$ cat config.mk
export PLATFORM = sky130hd
export DESIGN_NAME = ipv6_burst_packetiser
export DESIGN_NICKNAME = d
export VERILOG_FILES = /design/src/rtl/ipv6_burst_packetiser.sv
export SDC_FILE = /design/constraint.sdc
export NUM_CORES = 1
export LEC_CHECK = 0
export ABC_AREA = 0
export BUFFER_PORTS_ARGS = -buffer_cell sky130_fd_sc_hd__buf_2
export CORE_MARGIN = 2
export CORE_UTILIZATION = 40
export CTS_BUF_LIST = sky130_fd_sc_hd__clkbuf_16
export DETAILED_ROUTE_END_ITERATION = 8
export PLACE_DENSITY_LB_ADDON = 0.2
export SETUP_SLACK_MARGIN = 0.15
export SLEW_MARGIN = 0
export SYNTH_ARGS = -nofsm -noshare
export SYNTH_HDL_FRONTEND = slang
export SYNTH_SLANG_ARGS = --single-unit
$ cat constraint.sdc
create_clock -name clk -period 7.2 [get_ports clk]
set_input_delay 1.44 -clock clk [delete_from_list [all_inputs] [get_ports clk]]
set_output_delay 1.44 -clock clk [all_outputs]
set_load 0.01 [all_outputs]
$ cat src/rtl/ipv6_burst_packetiser.sv
// Buffers sensor bytes in a FIFO and frames every PAYLOAD_LEN bytes as a
// compressed IPv6 packet: [DISPATCH][NODE_ID][seq][len][payload...][XOR chk],
// streamed one byte per send strobe and paced by radio_busy.
module ipv6_burst_packetiser #(
  parameter int unsigned PAYLOAD_LEN = 4,
  parameter int unsigned FIFO_DEPTH  = 8,
  parameter logic [7:0]  DISPATCH    = 8'h41,
  parameter logic [7:0]  NODE_ID     = 8'h01
) (
  input  logic       clk,
  input  logic       rst,
  input  logic [7:0] data_in,
  input  logic       data_valid,
  output logic       data_ready,
  output logic [7:0] tx_data,
  output logic       send,
  input  logic       radio_busy,
  output logic       packet_valid,
  output logic [7:0] seq_num,
  output logic       overflow
);

  localparam int unsigned TOTAL = PAYLOAD_LEN + 5;
  localparam int unsigned AW    = (FIFO_DEPTH > 1) ? $clog2(FIFO_DEPTH) : 1;
  localparam int unsigned CW    = $clog2(FIFO_DEPTH + 1);
  localparam int unsigned IW    = $clog2(TOTAL + 1);

  typedef enum logic [1:0] {IDLE, EMIT, GAP} state_t;

  state_t        state, state_n;
  logic [7:0]    mem [FIFO_DEPTH];
  logic [AW-1:0] wr_ptr, rd_ptr;
  logic [CW-1:0] count;
  logic          full, push, pop;
  logic [IW-1:0] idx, idx_n;
  logic [7:0]    chk, chk_n, cur_byte, tx_data_n, seq_n;
  logic          send_n, pv_n, is_payload;

  assign full       = (count == CW'(FIFO_DEPTH));
  assign data_ready = !full;
  assign push       = data_valid && !full;
  assign is_payload = (idx >= IW'(4)) && (idx < IW'(TOTAL - 1));

  // Byte of the packet at position idx; the final position carries the running XOR.
  always_comb begin
    cur_byte = chk;
    if (idx == IW'(0))             cur_byte = DISPATCH;
    else if (idx == IW'(1))        cur_byte = NODE_ID;
    else if (idx == IW'(2))        cur_byte = seq_num;
    else if (idx == IW'(3))        cur_byte = 8'(PAYLOAD_LEN);
    else if (idx < IW'(TOTAL - 1)) cur_byte = mem[rd_ptr];
  end

  // Next-state and next-output logic; EMIT and GAP alternate so sends never abut.
  always_comb begin
    state_n   = state;
    send_n    = 1'b0;
    tx_data_n = tx_data;
    idx_n     = idx;
    chk_n     = chk;
    pv_n      = packet_valid;
    seq_n     = seq_num;
    pop       = 1'b0;
    case (state)
      IDLE: begin
        if (count >= CW'(PAYLOAD_LEN)) begin
          state_n = EMIT;
          idx_n   = '0;
          chk_n   = '0;
          pv_n    = 1'b1;
        end
      end
      EMIT: begin
        if (!radio_busy) begin
          send_n    = 1'b1;
          tx_data_n = cur_byte;
          chk_n     = chk ^ cur_byte;
          idx_n     = idx + IW'(1);
          pop       = is_payload;
          state_n   = GAP;
        end
      end
      GAP: begin
        if (idx == IW'(TOTAL)) begin
          state_n = IDLE;
          pv_n    = 1'b0;
          seq_n   = seq_num + 8'd1;
        end else begin
          state_n = EMIT;
        end
      end
      default: state_n = IDLE;
    endcase
  end

  // FSM state register.
  always_ff @(posedge clk or posedge rst) begin
    if (rst) state <= IDLE;
    else     state <= state_n;
  end

  // Packet datapath registers driven by the FSM.
  always_ff @(posedge clk or posedge rst) begin
    if (rst) begin
      send         <= 1'b0;
      tx_data      <= '0;
      idx          <= '0;
      chk          <= '0;
      packet_valid <= 1'b0;
      seq_num      <= '0;
    end else begin
      send         <= send_n;
      tx_data      <= tx_data_n;
      idx          <= idx_n;
      chk          <= chk_n;
      packet_valid <= pv_n;
      seq_num      <= seq_n;
    end
  end

  // FIFO storage; contents need no reset because count gates every read.
  always_ff @(posedge clk) begin
    if (push) mem[wr_ptr] <= data_in;
  end

  // FIFO pointers, occupancy and overflow pulse for writes refused while full.
  always_ff @(posedge clk or posedge rst) begin
    if (rst) begin
      wr_ptr   <= '0;
      rd_ptr   <= '0;
      count    <= '0;
      overflow <= 1'b0;
    end else begin
      overflow <= data_valid && full;
      if (push) wr_ptr <= (wr_ptr == AW'(FIFO_DEPTH - 1)) ? '0 : wr_ptr + AW'(1);
      if (pop)  rd_ptr <= (rd_ptr == AW'(FIFO_DEPTH - 1)) ? '0 : rd_ptr + AW'(1);
      if (push && !pop)      count <= count + CW'(1);
      else if (pop && !push) count <= count - CW'(1);
    end
  end

endmodule

After elaboration in Yosys (flattened, before gate mapping) --
Memory sizes are Yosys's and may differ from the RTL's. Index checks and enable logic that the tools add are counted.
Word-level totals: word-level logic and storage cells 81, register bits after elaboration 43, output and inout port bits 20, input port bits 12, RAM bits 64, memories 1
Memory list:
- mem | depth 8, bits a word 8, read ports 1, clocked after memory_dff 0, wr ports 1, RTL line 31 | logic [7:0] mem [FIFO_DEPTH];
Cells by class: reduce and logical (&&, ||, !) cells 18, magnitude comparators 3, bitwise gates (word level) 2, equality and inequality tests 12, mux-type cells 28, add/sub/neg operators 6
Operator list (number):
- 2-to-1 mux 8 bit | 7
- 2-to-1 mux 4 bit | 4
- case mux 8 bit (2 select lines) | 1
- 2-to-1 mux 1 bit | 9
- adder 4 x 1 -> 4 bit, second input constant | 2
- adder 8 x 1 -> 8 bit, second input constant | 1
- equality test 4 x 2 -> 1 bit, second input constant | 2
- equality test 4 bit, second input constant | 2
- greater-or-equal comparator 4 x 3 -> 1 bit, second input constant | 2
- case mux 4 bit (2 select lines) | 1
- XOR 8 bit | 1
- adder 3 x 1 -> 3 bit, second input constant | 2
- equality test 3 bit, second input constant | 2
- 2-to-1 mux 3 bit | 2
- inequality test 2 bit, second input constant | 3
- case mux 2 bit (3 select lines) | 1
- AND reduction 2 bit | 3
- AND reduction 3 bit | 2
- nonzero test 2 bit | 3
- logical AND 1 bit | 5
- equality test 4 x 1 -> 1 bit, second input constant | 1
- zero test 4 bit | 1
- < comparator 4 bit, second input constant | 1
- 2-to-1 mux 2 bit | 2
- other kinds (7) | 9

Depth between registers and ports, before layout --
depth after elaboration 9, mapped depth 13, depth with buffers taken out 12

Worst setup path before layout --
Ideal clock, no wire load.
path kind in2reg, start in radio_busy, end reg count[3], stages on the path 13, path buffers 1, slack 3.665 ns, data arrival time 3.410 ns, required time 7.075 ns, setup time 0.125 ns, cells stage by stage or3b_1 > buf_6 > clkinv_2 > and3_1 > inv_1 > ha_1 > inv_1 > ha_1 > a21o_1 > a21oi_1 > xnor2_1 > nor2_1 > xor2_1
On the way: cells in the longest elaborated chain, start to end 5, elaborated cells on any way between the ends 7, those cells by class mux (3); reduce/logical (4)
Ends and longest elaborated chain:
- from (decl) | RTL line 17 | input logic radio_busy,
- 2-to-1 mux 1 bit (*) | RTL line 74 | if (!radio_busy) begin
- 2-to-1 mux 1 bit (*) | RTL line 64 | case (state)
- zero test 1 bit | RTL line 137 | if (push && !pop) count <= count + CW'(1);
- logical AND 1 bit | RTL line 137
- 2-to-1 mux 4 bit / nonzero test 2 bit (equally long branches)
- to (signal assigned) | RTL line 137
- to (signal assigned) | RTL line 138 | else if (pop && !push) count <= count - CW'(1);
- to (decl) | RTL line 33 | logic [CW-1:0] count;
Mark *: on every way between the ends. The rest lies on a longest branch, timed or not. A chain may end at the register's enable or synchronous reset.

Final worst setup path --
Ends and elaborated chain as after synthesis.

==> results.sh <==
export IMPL_ys_top_cells_by_area="edfxtp_1, dfrtp_1, mux2i_1, ha_1, mux2_2"
export IMPL_final_area_um2=5460
export IMPL_hold_viol_final=0
export IMPL_use_met2=0.261
export IMPL_htreeDepth=3
export IMPL_critical_path_arrival_ns=3.91
export IMPL_synthToLayoutAreaGrowth_pct=12.1
export IMPL_cts_root_buf="clkbuf_16"
export IMPL_grtUsageTotal=0.163
export IMPL_clk_path_buf_depth=2
export IMPL_crit_buf_inv=4
export IMPL_peakVddDrop_uv=139
export IMPL_finClkSkew_ns=0.00933
export IMPL_post_cts_resized=0
export IMPL_first_global_vias=3094
export IMPL_worstHoldPathCells=2
export IMPL_die_area_um2=13100
export IMPL_ys_types=54
export IMPL_die_w_um=114
export IMPL_vias=3004
export IMPL_fin_tns_setup_ns=0
export IMPL_r2r_start="state[1]"
export IMPL_drt_total_wl_mm=9.81
export IMPL_synthArstFlopShare=0.402
export IMPL_io_pins=32
export IMPL_clkSlewWorstSetupHoldPaths_ns=0.07
export IMPL_avgSynthCellArea_um2=13.1
export IMPL_period_share=0.510
export IMPL_fp_coreArea_um2=12000
export IMPL_outcome="finished clean"
export IMPL_vias_per_cell=5.41
export IMPL_yosysMostFrequentCell="edfxtp_1"
export IMPL_crit_start="radio_busy"
export IMPL_cpPeakStageDelay_ns=0.63
export IMPL_max_cap_viol_count=0
export IMPL_r2r_worst_path_cells=12
export IMPL_worstHoldStart="tx_data[0]"
export IMPL_max_slew_margin_rel=0.344
export IMPL_endpoint_kind="register"
export IMPL_drv_slew=0
export IMPL_ys_ff_latch=107
export IMPL_synth_warnings=0
export IMPL_numClockSinks=107
export IMPL_synth_top_cell_by_area="edfxtp_1"
export IMPL_timing_final_crit_period_ns=3.67
export IMPL_power_leakage_nw=2.16
export IMPL_gp_congestion=0.805
export IMPL_synth_commonest_cells="edfxtp_1, dfrtp_1, nand2_1"
export IMPL_syn_area_um2=4870
export IMPL_max_freq_mhz=272
export IMPL_drt_iter0_markers=198
export IMPL_worst_pin_slew_ns=0.980
export IMPL_drive_above_1_share=0.179
export IMPL_synth_edf_count=64
export IMPL_cts_buffers=9
export IMPL_crit_slowest_cell="or3b_1"
export IMPL_insertion_delay_ns=0.36
export IMPL_die_h_um=114
export IMPL_synth_nets=396
export IMPL_rows=40
export IMPL_placed_cell_area_um2=5170
export IMPL_busiest_layer="met2"
export IMPL_setup_worst_path_class="in2reg"
export IMPL_critical_path_top_delay_family="simple AND/OR/NAND/NOR gates"
export IMPL_worstPathCellList="buf_2 > or3b_1 > clkinv_2 > and3_1 > inv_1 > ha_1 > inv_1 > ha_1 > a21o_1 > a21oi_1 > xnor2_1 > nor2_1 > xor2_1"
export IMPL_wl_per_cell_um=17.7
export IMPL_io_buffers=31
export IMPL_crit_path_max_fanout=15
export IMPL_start_kind="primary input"
export IMPL_cellPowerDensity_nw_per_um2=372
export IMPL_grt_use_met1=0.216
export IMPL_antenna_found_initial=0
export IMPL_gr_usage_met3=0.0307
export IMPL_synth_top_area_share=0.395
export IMPL_place_hpwl_mm=6.59
export IMPL_hp_class="reg2reg"
export IMPL_postSynthCellCount=371
export IMPL_cp_required_ns=7.44
export IMPL_dr_pass1_iters=4
export IMPL_antenna_cells=0
export IMPL_rsz0062_at_grt="false"
export IMPL_grt_overflow=0
export IMPL_ys_flop_type="edfxtp_1"
export IMPL_nNetsFinal=428
export IMPL_tritoncts="yes"
export IMPL_cts_setup_buffers=0
export IMPL_yosysSeqAreaShare=0.616
export IMPL_drcViolationCount=0
export IMPL_start_util=0.407
export IMPL_grt_pass1_wl_mm=16.1
export IMPL_cts_hold_buf=0
export IMPL_crit_cells=13
export IMPL_grt_max_degree=44
export IMPL_ant_nets=0
export IMPL_setup_violations=0
## worst paths after layout
| path | endpoint | slack (ns) |
|---|---|---|
| worst max register to register | count[3] | 4.23 |
| max in group asynchronous | wr_ptr[2] | 5.33 |
| worst min register to register | tx_data[0] | 0.48 |
| worst max-delay path | count[3] | 3.53 |
| min in group asynchronous | state[0] | 1.30 |
| worst min-delay path | tx_data[0] | 0.48 |
## logic make-up (layout without fill, tap and decap cells)
logic type | Yosys count | count (layout) | share of synthesized area
AO/OA/AOI/OAI | 65 | 65 | 0.0976
XOR/XNOR | 13 | 13 | 0.0234
adder cells (fa/ha/maj) | 13 | 13 | 0.0349
buffers and inverters | 26 | 63 | 0.0252
flip-flops | 107 | 107 | 0.616
multiplexers | 37 | 37 | 0.0866
AND/OR/NAND/NOR | 110 | 110 | 0.117
## power breakdown
group          switching [mW]  internal (mW)
Sequential             0.0976          0.779
Combinational           0.375          0.292
Clock                   0.241          0.243
## layout by cell type, fill, tap and decap left out, types with 4 or more instances in the layout
cell type and instances:
a211oi_1 5, a21boi_0 4, a21oi_1 6, a221o_1 4, a22o_1 6, buf_2 31, buf_4 4, clkbuf_16 9
dfrtp_1 43, edfxtp_1 64, ha_1 12, inv_1 10, mux2_2 11, mux2i_1 23, nand2_1 29, nand2b_1 10
nand3_1 4, nand3b_1 5, nand4_1 8, nor2_1 26, nor2b_1 13, nor3_1 4, o21ai_0 13, o21bai_1 5
xnor2_1 7, xor2_1 6
## flip-flops by register name, summed over array words and instances (netlist names)
register / cells
wr_ptr: 3
chk: 8
tx_data: 8
send: 1
overflow: 1
rd_ptr: 3
count: 4
seq_num: 8
packet_valid: 1
mem: 64
state: 2
idx: 4
## final cells by class
class / count / area, um2
Clock buffer: 9 / 225
Inverter: 12 / 46.3
Sequential cell: 107 / 3000
Clock inverter: 7 / 66.3
Fill cell: 1063 / 6500
Timing Repair Buffer: 35 / 185
Multi-Input combinational cell: 238 / 1750
Tap cell: 147 / 184
## per-layer routing
metal  part of all wire  vias up
li1                   -     1439
met1               0.48     1493
met2               0.47       55
met3              0.028       17
met4              0.021        0
met5                  0        -
## stage by stage
| stage | instances | power, mW | hold WS, ns | setup slack, ns | utilization |
|---|---|---|---|---|---|
| final | 555 | 2.03 | 0.484 | 3.53 | 0.456 |
| after global routing | 555 | 2.16 | 0.521 | 3.33 | 0.456 |
| after CTS | 555 | 2.05 | 0.482 | 3.53 | 0.456 |
| after detailed placement | 539 | 1.56 | 0.475 | 3.15 | 0.432 |
| after global placement | 539 | 1.54 | 0.465 | 3.23 | 0.432 |
| after floorplan | 371 | 1.37 | 0.439 | 3.66 | - |
## worst min-delay path, delay by kind of cell, from the launching register on
family | cells | cell delay, ns
flops | 1 | 0.35
compound gates | 1 | 0.06
simple gates | 1 | 0.05
(Power assumes the default switching activity.)
